--- src/rtl/fetch_stage.sv ---
// Instruction fetch: PC register into comb imem, fetched word registered into IF/ID; one-cycle latency.
// Backpressure: stall holds PC and IF/ID; redirect flushes IF/ID (one bubble). Optional counters: FETCH_PERF_CNT_EN.
module fetch_stage #(
    parameter int          MEM_DEPTH = 256,
    parameter int          RESET_PC  = 0,
    parameter logic [31:0] NOP_INSTR = 32'h00000013
) (
    input  logic        clk,
    input  logic        reset,
    input  logic        stall,
    input  logic        redirect,
    input  logic [31:0] redirect_pc,
    input  logic [31:0] imem_instr,
    output logic [31:0] imem_pc,
    output logic [31:0] id_instr,
    output logic [31:0] id_pc,
    output logic        id_valid
`ifdef FETCH_PERF_CNT_EN
    ,
    output logic [31:0] fetch_count,
    output logic [31:0] stall_count
`endif
);

    localparam logic [31:0] PC_MASK = 32'(MEM_DEPTH - 1);
    localparam logic [31:0] PC_RST  = 32'(RESET_PC) & PC_MASK;

    logic [31:0] pc_q, pc_d;
    logic [31:0] id_instr_q, id_instr_d;
    logic [31:0] id_pc_q, id_pc_d;
    logic        id_valid_q, id_valid_d;
    logic        advance;

    // Redirect wins over stall so a resolved branch is never delayed by a hazard.
    assign advance = !redirect && !stall;

    always_comb begin
        pc_d       = pc_q;
        id_instr_d = id_instr_q;
        id_pc_d    = id_pc_q;
        id_valid_d = id_valid_q;
        if (redirect) begin
            pc_d       = redirect_pc & PC_MASK;
            id_instr_d = NOP_INSTR;
            id_pc_d    = 32'd0;
            id_valid_d = 1'b0;
        end else if (!stall) begin
            pc_d       = (pc_q + 32'd1) & PC_MASK;
            id_instr_d = imem_instr;
            id_pc_d    = pc_q;
            id_valid_d = 1'b1;
        end
    end

    always_ff @(posedge clk or posedge reset) begin
        if (reset) begin
            pc_q       <= PC_RST;
            id_instr_q <= NOP_INSTR;
            id_pc_q    <= 32'd0;
            id_valid_q <= 1'b0;
        end else begin
            pc_q       <= pc_d;
            id_instr_q <= id_instr_d;
            id_pc_q    <= id_pc_d;
            id_valid_q <= id_valid_d;
        end
    end

    assign imem_pc  = pc_q;
    assign id_instr = id_instr_q;
    assign id_pc    = id_pc_q;
    assign id_valid = id_valid_q;

`ifdef FETCH_PERF_CNT_EN
    logic [31:0] fetch_cnt_q, fetch_cnt_d;
    logic [31:0] stall_cnt_q, stall_cnt_d;

    always_comb begin
        fetch_cnt_d = fetch_cnt_q + {31'd0, advance};
        stall_cnt_d = stall_cnt_q + {31'd0, (stall && !redirect)};
    end

    always_ff @(posedge clk or posedge reset) begin
        if (reset) begin
            fetch_cnt_q <= 32'd0;
            stall_cnt_q <= 32'd0;
        end else begin
            fetch_cnt_q <= fetch_cnt_d;
            stall_cnt_q <= stall_cnt_d;
        end
    end

    assign fetch_count = fetch_cnt_q;
    assign stall_count = stall_cnt_q;
`endif

endmodule

--- config.mk ---
export PLATFORM = sky130hd
export DESIGN_NAME = fetch_stage
export DESIGN_NICKNAME = d
export VERILOG_FILES = /design/src/rtl/fetch_stage.sv
export SDC_FILE = /design/constraint.sdc
export NUM_CORES = 1
export LEC_CHECK = 0
export ABC_AREA = 0
export CORE_UTILIZATION = 45
export DETAILED_ROUTE_END_ITERATION = 7
export DONT_BUFFER_PORTS = 1
export PLACE_DENSITY = 0.64
export SYNTH_ARGS = -nofsm -noshare
export SYNTH_HDL_FRONTEND = slang
export SYNTH_SLANG_ARGS = --single-unit
--- constraint.sdc ---
create_clock -name clk -period 2.2 [get_ports clk]
set_input_delay 0.44 -clock clk [delete_from_list [all_inputs] [get_ports clk]]
set_output_delay 0.44 -clock clk [all_outputs]
set_load 0.005 [all_outputs]
==> impl_metrics.toml, run 1 <==
[run_status]
status = "finished, final reports clean"

[die]
io_pins = 165
fp.dieArea_um2 = 5770
dieWidth_um = 75.9
rows = 26
initial_utilization_pct = 47.6
core-area_um2 = 5170
fp.dieH_um = 75.9

[sta]
rsz0062_at_grt = "no"
hold_viol_final = 0
drv_slew = 0
timing.setup.tns_ns = 0
fmax_mhz = 669
setup_violations = 0
fin_crit_sh_pct = 68.0
clock_skew_ns = 0.00304
period_minus_slack_ns = 1.50

[clocking]
post_cts_buffers = 0
cts_tree = "yes"
cts_resized = 0
cts_num_sinks = 49
clockBufferDepth = 2
numCtsBuffers = 5
clkLatencyLatePin_ns = 0.29
clk_pin_slew_ns = 0.08
cts_root_buf = "clkbuf_8"
htreeDepth = 2
cts_hold_buf = 0

[worst_setup_path]
reg2reg_to = "imem_pc[6]"
r2r-start = "imem_pc[0]"
startpoint = "imem_pc[0]"
critPathArrivalTime_ns = 1.72
endpoint_kind = "flip-flop"
rrSetupSlack_ns = 0.70
r2r_cells = 4
worstSetupStartpointType = "flip-flop"
required_ns = 2.42
path_max_fanout = 6
path_class = "flip-flop to flip-flop"

[synthesis]
ys_ff_latch = 49
synth.distinct_cells = 22
synthesis.area_um2 = 2460
syn_inst = 230
seq_area_frac_synth_pct = 50.0
ys_warn_count = 0
avgSynthCellArea_um2 = 10.7

[detailed_routing]
wirelength_mm = 4.00
wl_met2_mm = 2.01
ant_nets = 0
wl_met3_um = 365
wl_met1_mm = 1.56
highest_layer = "met4"
drc = 0
avgViaCountPerCell = 4.75
avgRoutedWirePerCell_um = 13.5
drtIter0Drc = 28
dr_total_vias = 1410
drt_pass1_iterations = 2

[power]
p_sw_mw = 0.412
p_sw_share_pct = 24.7
power.density_nw_per_um2 = 694
p_clk_share_pct = 29.3
seq_power_share_pct = 61.8
power_frac_comb_pct = 8.9
p_int_mw = 1.26
cellLeakagePower_nw = 1.25
peakVddDrop_mv = 0.260

[global_route]
grt_max_degree = 61
antenna_found_initial = 0
grt_pass1_vias = 1347
grt-ovfl-total = 0
track_usage_pct = 14.3
grt_first_pass_wirelength_mm = 6.45

[place]
portBuffers = 0
place_area_um2 = 2320
gp_congestion = 0.662
hpwl_mm = 2.77

[cells_and_area]
seq_area_um2 = 1230
areaGrowthSynthToFinish_pct = -2.29
finalInstanceArea_um2 = 2400
drive_above_1_share_pct = 5.73
n_antenna_cell = 0
fin_nets = 295
fillers = 489
multi_input_area_um2 = 976

[flow_run]
drv_cap = 0

[worst_hold_path]
holdCritPathClass = "primary input to asynchronous set/reset pin"
## power by group through the flow
stage	sequential, mW	clock, mW	combinational, mW
2_1_floorplan	1.03	0	0.225
3_3_place_gp	1.05	0	0.147
5_1_grt	1.04	0.556	0.177
6_report	1.03	0.488	0.149
3_5_place_dp	1.05	0	0.153
4_1_cts	1.03	0.526	0.153
## worst max-delay path by stage
stage | endpoint | slack, ns | depth (start not counted)
floorplan | id_instr[10] | 0.59 | 1
finish | imem_pc[6] | 0.70 | 4
detailed placement | imem_pc[6] | 0.73 | 4
global route | imem_pc[6] | 0.66 | 4
CTS | imem_pc[6] | 0.71 | 4
global placement | imem_pc[6] | 0.76 | 4
## cells in the mapped netlist
| master | count | area [um2] |
|---|---|---|
| clkbuf_1 | 4 | 15.0 |
| dfrtp_1 | 46 | 1150 |
| dfstp_2 | 3 | 78.8 |
| nand2_1 | 10 | 37.5 |
| nand4b_2 | 1 | 15.0 |
| ha_1 | 1 | 12.5 |
| xnor2_1 | 1 | 8.76 |
| conb_1 | 1 | 3.75 |
| buf_4 | 53 | 398 |
| inv_1 | 2 | 7.51 |
| or4_1 | 3 | 22.5 |
| nand4_1 | 1 | 6.26 |
| nor2_1 | 37 | 139 |
| buf_2 | 2 | 10.0 |
| nand4b_1 | 2 | 17.5 |
| a21oi_1 | 1 | 5.00 |
| o21ai_0 | 8 | 40.0 |
| nor2b_1 | 7 | 43.8 |
| nand3_1 | 3 | 15.0 |
| a211o_1 | 3 | 26.3 |
| xor2_1 | 3 | 26.3 |
| mux2i_1 | 38 | 380 |
## placed cells by master (no fill, tap or decap), drive strengths merged
| master | Yosys | final |
|---|---|---|
| nand4b | 3 | 3 |
| nand3 | 3 | 3 |
| nand4 | 1 | 1 |
| buf | 55 | 1 |
| nor2 | 37 | 37 |
| a21oi | 1 | 1 |
| nand2 | 10 | 10 |
| ha | 1 | 1 |
| clkinv | 0 | 2 |
| conb | 1 | 48 |
| xnor2 | 1 | 1 |
| dfrtp | 46 | 46 |
| xor2 | 3 | 3 |
| nor2b | 7 | 7 |
| o21ai | 8 | 8 |
| mux2i | 38 | 38 |
| a211o | 3 | 3 |
| clkbuf | 4 | 6 |
| or4 | 3 | 3 |
| dfstp | 3 | 3 |
| inv | 2 | 2 |
## state kept, by name (all words and copies together) (netlist names)
signal and cells:
id_valid 1, imem_pc 8, id_pc 8, id_instr 32
## routing by layer
metal	up-vias	track usage, %
met5	-	0
met4	0	6.92
met3	6	4.10
met2	82	24.7
met1	677	16.1
li1	645	-
## worst max-delay path, cell delays in order (launching register included)
cell	delay, ns
dfrtp_1	0.48
ha_1	0.23
nand4b_2	0.14
or4_1	0.49
nand3_1	0.10
## final cells by class
class / count / area share, %
multi-input cells: 167 / 40.6
well taps: 70 / 3.64
flip-flops and latches: 49 / 51.2
repair buffers: 1 / 0.833
inverters: 2 / 0.312
clock buffers: 6 / 3.02
clock inverters: 2 / 0.416
## logic make-up after synthesis
| logic type | count (synthesis) | synth area share, % |
|---|---|---|
| compound gates | 12 | 2.90 |
| xor+xnor | 4 | 1.42 |
| fa+ha+maj | 1 | 0.509 |
| buf+inv | 61 | 17.5 |
| flops | 49 | 50.0 |
| mux | 38 | 15.5 |
| other cells | 1 | 0.152 |
| simple gates | 64 | 12.1 |
## through the flow
| stage | instances | setup slack [ns] | util, % | total power [mW] | hold WS (ns) |
|---|---|---|---|---|---|
| 6_report | 297 | 0.704 | 46.5 | 1.67 | 0.0347 |
| 3_5_place_dp | 289 | 0.729 | 44.9 | 1.20 | 0.369 |
| 3_3_place_gp | 289 | 0.760 | 44.9 | 1.20 | 0.367 |
| 2_1_floorplan | 277 | 0.592 | - | 1.26 | 0.514 |
| 4_1_cts | 297 | 0.707 | 46.5 | 1.71 | 0.0431 |
| 5_1_grt | 297 | 0.661 | 46.5 | 1.77 | 0.0627 |
Note: power is estimated with default switching activity, not from simulation.
==> inputs of run 2 (changes only) <==
Settings changed: PLACE_DENSITY 0.64 to 0.66.
Clock period 2.2 ns to 1.23 ns, I/O delays scaled along.
==> run 2 against run 1 <==
  * Maximum frequency up 12%
  * The run now ends with negative setup slack left
  * Clock skew up 0.0010 ns
  * Critical path type unchanged
  * Sequential cell count unchanged
  * First-iteration DRC count up 21%
  * Non-clock buffer count up 16
  * Combinational power rose to 2.6 times the previous value
  * Register-to-register slack worse by 0.81 ns
  * Highest routed layer unchanged
  * Clock power up 140%
==> impl_metrics.toml, run 2 (synthesized netlist as in run 1, its figures left out) <==
[run_status]
status = "finished with violations"
violations = "negative setup slack"

[clocking]
clkLatencyLatePin_ns = 0.29
cts_tree = "yes"
numCtsBuffers = 5
post_cts_buffers = 0
cts_root_buf = "clkbuf_8"
clk_pin_slew_ns = 0.08
htreeDepth = 2
cts_num_sinks = 49
clockBufferDepth = 2

[flow_run]
drv_cap = 0

[global_route]
track_usage_pct = 14.6
antenna_found_initial = 0
grt_first_pass_wirelength_mm = 6.62
grt-ovfl-total = 0
grt_pass1_vias = 1350
grt_max_degree = 51

[detailed_routing]
drtIter0Drc = 34
ant_nets = 0
drt_pass1_iterations = 3
dr_total_vias = 1466
wirelength_mm = 4.37
avgRoutedWirePerCell_um = 14.0
drc = 0
avgViaCountPerCell = 4.68

[cells_and_area]
fin_nets = 311
drive_above_1_share_pct = 9.47
final_cells = 313
final_cell_mix = "conb_1, dfrtp_1, mux2i_1"
largest_reg_flops = 32
final_common_cell = "conb_1"
n_antenna_cell = 0
fillers = 488
areaGrowthSynthToFinish_pct = 4.78

[sta]
worst_slew_pin_slew_ns = 0.697
fin_crit_sh_pct = 109
rsz0062_at_grt = "yes"
fmax_mhz = 749
holdWs_ns = 0.0180
drv_slew = 0
setup_violations = 3
hold_viol_final = 0
worst_slew_margin_rel_pct = 53.5
layout_setup_ws_ns = -0.106
clock_skew_ns = 0.00409
period_minus_slack_ns = 1.34

[worst_setup_path]
slowest_stage = "or4_1"
path_max_fanout = 3
required_ns = 1.46
worstSetupStartpointType = "flip-flop"
endpoint_kind = "flip-flop"
cp_slowest_stage_delay_ns = 0.48
path_class = "flip-flop to flip-flop"
critPathArrivalTime_ns = 1.56
path_cells = "ha_1 -> nand4b_2 -> or4_1 -> nand3_1"

[worst_hold_path]
holdCritPathClass = "primary input to flip-flop"

[place]
dp_cells = 299
hpwl_mm = 2.78
portBuffers = 0
gp_congestion = 0.734

[die]
fp.dieArea_um2 = 5770
dieWidth_um = 75.9
fp.dieH_um = 75.9
rows = 26
io_pins = 165
initial_utilization_pct = 47.6
core-area_um2 = 5170

[power]
peakVddDrop_mv = 0.519
p_clk_share_pct = 34.3
p_int_mw = 2.58
power_frac_comb_pct = 11.5
cellLeakagePower_nw = 1.34
p_sw_share_pct = 23.2
p_sw_mw = 0.778
seq_power_share_pct = 54.2
power.density_nw_per_um2 = 1300
## run 2: changes by cell type in the layout (fill, tap and decap cells not counted)
| cell | previous run | this run |
|---|---|---|
| buf_6 | 0 | 3 |
| buf_4 | 0 | 8 |
| dlygate4sd3_1 | 0 | 5 |
| clkinvlp_4 | 0 | 1 |
| clkbuf_8 | 5 | 6 |
| buf_12 | 1 | 0 |
| inv_2 | 1 | 0 |
| bufinv_16 | 0 | 1 |
| dlymetal6s4s_1 | 0 | 1 |
| clkinv_2 | 2 | 0 |
## run 2: worst max-delay path: cells and delay by family, from the launching register on
family | cells | cell delay [ns]
and+or+nand+nor | 3 | 0.70
DFF | 1 | 0.38
adders and majority gates | 1 | 0.19
## run 2: power by group through the flow
stage	combinational (mW)	sequential (mW)	clock (mW)
floorplan	0.403	1.84	0
global placement	0.338	1.85	0
detailed placement	0.349	1.85	0
CTS	0.375	1.82	1.22
global route	0.437	1.83	1.27
finish	0.387	1.82	1.15
## run 2: final cells by class
class | instances | area, um2 | share of cell area (%)
tap | 70 | 87.6 | 3.40
clock buffer | 7 | 86.3 | 3.35
clock inverter | 1 | 30.0 | 1.17
multi-input combinational | 167 | 976 | 37.9
timing repair buffer | 17 | 156 | 6.07
inverter | 2 | 11.3 | 0.437
sequential | 49 | 1230 | 47.7
## run 2: routing by layer
metal / vias to the layer above / routed length (um) / GRT usage (%)
li1: 680 / - / -
met1: 701 / 1760 / 17.0
met2: 81 / 2170 / 25.0
met3: 4 / 395 / 4.82
met4: 0 / 47 / 5.19
met5: - / 0 / 0
## run 2: metrics by stage
stage / cell area [um2] / setup WS (ns) / setup TNS [ns] / power, mW / utilization, %
after global routing: 2580 / -0.194 / -0.568 / 3.54 / 49.8
after CTS: 2540 / -0.123 / -0.361 / 3.41 / 49.1
after detailed placement: 2390 / -0.0977 / -0.282 / 2.20 / 46.2
final: 2580 / -0.106 / -0.300 / 3.35 / 49.8
after floorplan: 2640 / -0.111 / -0.111 / 2.25 / -
after global placement: 2390 / -0.0870 / -0.190 / 2.19 / 46.2
## run 2: final timing paths
check,startpoint,end,slack [ns],cells after the start
worst max-delay path,imem_pc[1],imem_pc[6],-0.11,4
min in group asynchronous,reset,id_instr[16],0.49,3
worst min register to register,id_instr[2],id_instr[2],0.56,2
max in group asynchronous,reset,imem_pc[2],0.41,3
worst max register to register,imem_pc[1],imem_pc[6],-0.11,4
worst min-delay path,redirect,id_instr[15],0.02,1
## run 2: timing repair
item                       in CTS  in global routing
resized for setup               2                  2
hold buffers                    3                  3
hold endpoints to repair       63                 10
setup endpoints to repair       4                 21
pin swaps                       0                  0
gates cloned                    0                  0
==> inputs of run 3 (changes only) <==
--- a/config.mk
+++ b/config.mk
@@ -11,4 +11,5 @@
 export DONT_BUFFER_PORTS = 1
 export PLACE_DENSITY = 0.66
+export SLEW_MARGIN = 10
 export SYNTH_ARGS = -nofsm -noshare
 export SYNTH_HDL_FRONTEND = slang
==> constraint.sdc (replaced) <==
create_clock -name clk -period 1.23 [get_ports clk]
set_input_delay 0.246 -clock clk [delete_from_list [all_inputs] [get_ports clk]]
set_output_delay 0.246 -clock clk [all_outputs]
set_load 0.01 [all_outputs]
==> run 3 against run 2 <==
  * The flow still finishes with violations (negative setup slack)
  * Sequential share of layout area rose by 0.12 points
  * Total power rose by 2.5%
  * Via count fell by 2.0%
  * Clock skew fell by 0.00095 ns
  * Clock power barely moved
  * Utilization barely moved
  * Global-route usage fell by 0.13 points
  * Sequential power rose by 2%
==> impl_metrics.toml, run 3 (synthesized netlist as in run 1, its figures left out) <==
[run_status]
status = "finished with violations"
violations = "negative setup slack"

[detailed_routing]
avgRoutedWirePerCell_um = 13.0
wirelength_mm = 4.03
dr_total_vias = 1436
ant_nets = 0
drtIter0Drc = 51
drc = 0
avgViaCountPerCell = 4.65
drt_pass1_iterations = 6

[global_route]
grt-ovfl-total = 0
grt_first_pass_wirelength_mm = 6.55
antenna_found_initial = 0
grt_pass1_vias = 1304
track_usage_pct = 14.4
grt_max_degree = 61

[worst_setup_path]
slowest_stage = "or4_4"
path_max_fanout = 4
path_class = "flip-flop to flip-flop"
cp_slowest_stage_delay_ns = 0.49
required_ns = 1.47
worstSetupStartpointType = "flip-flop"
critPathArrivalTime_ns = 1.51
endpoint_kind = "flip-flop"
path_cells = "ha_4 -> nand4b_2 -> or4_4 -> nand3_2"

[sta]
layout_setup_ws_ns = -0.0432
drv_slew = 0
timing.setup.tns_ns = -0.0786
hold_viol_final = 0
fmax_mhz = 785
setup_violations = 3
fin_crit_sh_pct = 104
rsz0062_at_grt = "yes"
clock_skew_ns = 0.00314
period_minus_slack_ns = 1.27

[place]
portBuffers = 0
place_area_um2 = 2410
gp_congestion = 0.743
hpwl_mm = 2.72

[die]
io_pins = 165
initial_utilization_pct = 47.6
core-area_um2 = 5170
fp.dieH_um = 75.9
fp.dieArea_um2 = 5770
rows = 26
dieWidth_um = 75.9

[power]
cellLeakagePower_nw = 1.32
seq_power_share_pct = 54.0
power_frac_comb_pct = 11.9
peakVddDrop_mv = 0.538
totalPowerFinal_mw = 3.44
p_int_mw = 2.57
p_sw_share_pct = 25.1
p_clk_share_pct = 34.1
power.density_nw_per_um2 = 1330
p_sw_mw = 0.863

[cells_and_area]
n_antenna_cell = 0
final_cell_mix = "conb_1, dfrtp_1, mux2i_1"
finalInstanceArea_um2 = 2580
drive_above_1_share_pct = 13.0
areaGrowthSynthToFinish_pct = 4.73
fin_nets = 307
largest_reg_flops = 32
fin_util_pct = 49.8
final_common_cell = "conb_1"

[worst_hold_path]
holdCritPathClass = "primary input to flip-flop"

[clocking]
cts_tree = "yes"
clkLatencyLatePin_ns = 0.29
clk_pin_slew_ns = 0.09
numCtsBuffers = 5
cts_num_sinks = 49
cts_root_buf = "clkbuf_8"
cts_hold_buf = 1
htreeDepth = 2
clockBufferDepth = 2

[flow_run]
drv_cap = 0
## run 3: stage by stage
| step | cells | hold slack (ns) | setup slack, ns |
|---|---|---|---|
| final | 309 | 0.00565 | -0.0432 |
| after CTS | 308 | -0.00650 | -0.0418 |
| after floorplan | 277 | 0.281 | -0.0675 |
| after detailed placement | 299 | 0.207 | -0.0280 |
| after global placement | 299 | 0.205 | -0.0214 |
| after global routing | 309 | -0.0174 | -0.117 |
## run 3: routing by layer
metal / up-vias / global-route usage, % / wire length, um
li1: 671 / - / -
met1: 676 / 20.0 / 1770
met2: 83 / 21.9 / 1850
met3: 6 / 4.34 / 359
met4: 0 / 4.04 / 45
met5: - / 0 / 0
## run 3: power groups by stage
stage	registers (mW)	logic, mW	clock network, mW
6_report	1.86	0.408	1.17
5_1_grt	1.88	0.465	1.30
4_1_cts	1.86	0.399	1.22
3_5_place_dp	1.89	0.395	0
3_3_place_gp	1.89	0.385	0
2_1_floorplan	1.89	0.440	0
## run 3: what timing repair did
action / 4_1_cts / 5_1_grt
endpoints found under the setup margin: 3 / 4
resized for setup: 0 / 6
buffers inserted: 0 / 1
hold endpoints to repair: 72 / 22
pin swaps: 1 / 1
## run 3: cell type report
cell class / count / area, um2
Timing Repair Buffer: 13 / 120
Inverter: 2 / 11.3
Sequential cell: 49 / 1230
Clock buffer: 6 / 82.6
Fill cell: 482 / 2600
Tap cell: 70 / 87.6
Multi-Input combinational cell: 167 / 1000
Clock inverter: 2 / 37.5
## run 3: worst max-delay path: cells and delay by family, from the launching register on
kind	cells	cell delay (ns)
fa+ha+maj	1	0.14
simple gates	3	0.66
flops	1	0.42
## run 3: final timing paths
check                      cells after the start           to  startpoint  slack, ns
hold reg to reg                                2   imem_pc[7]  imem_pc[7]       0.56
min in group asynchronous                      3  id_instr[3]       reset       0.49
setup / recovery                               4   imem_pc[6]  imem_pc[0]      -0.04
hold / removal                                 1     id_pc[3]    redirect      0.006
setup reg to reg                               4   imem_pc[6]  imem_pc[0]      -0.04
max in group asynchronous                      3  id_instr[1]       reset       0.47
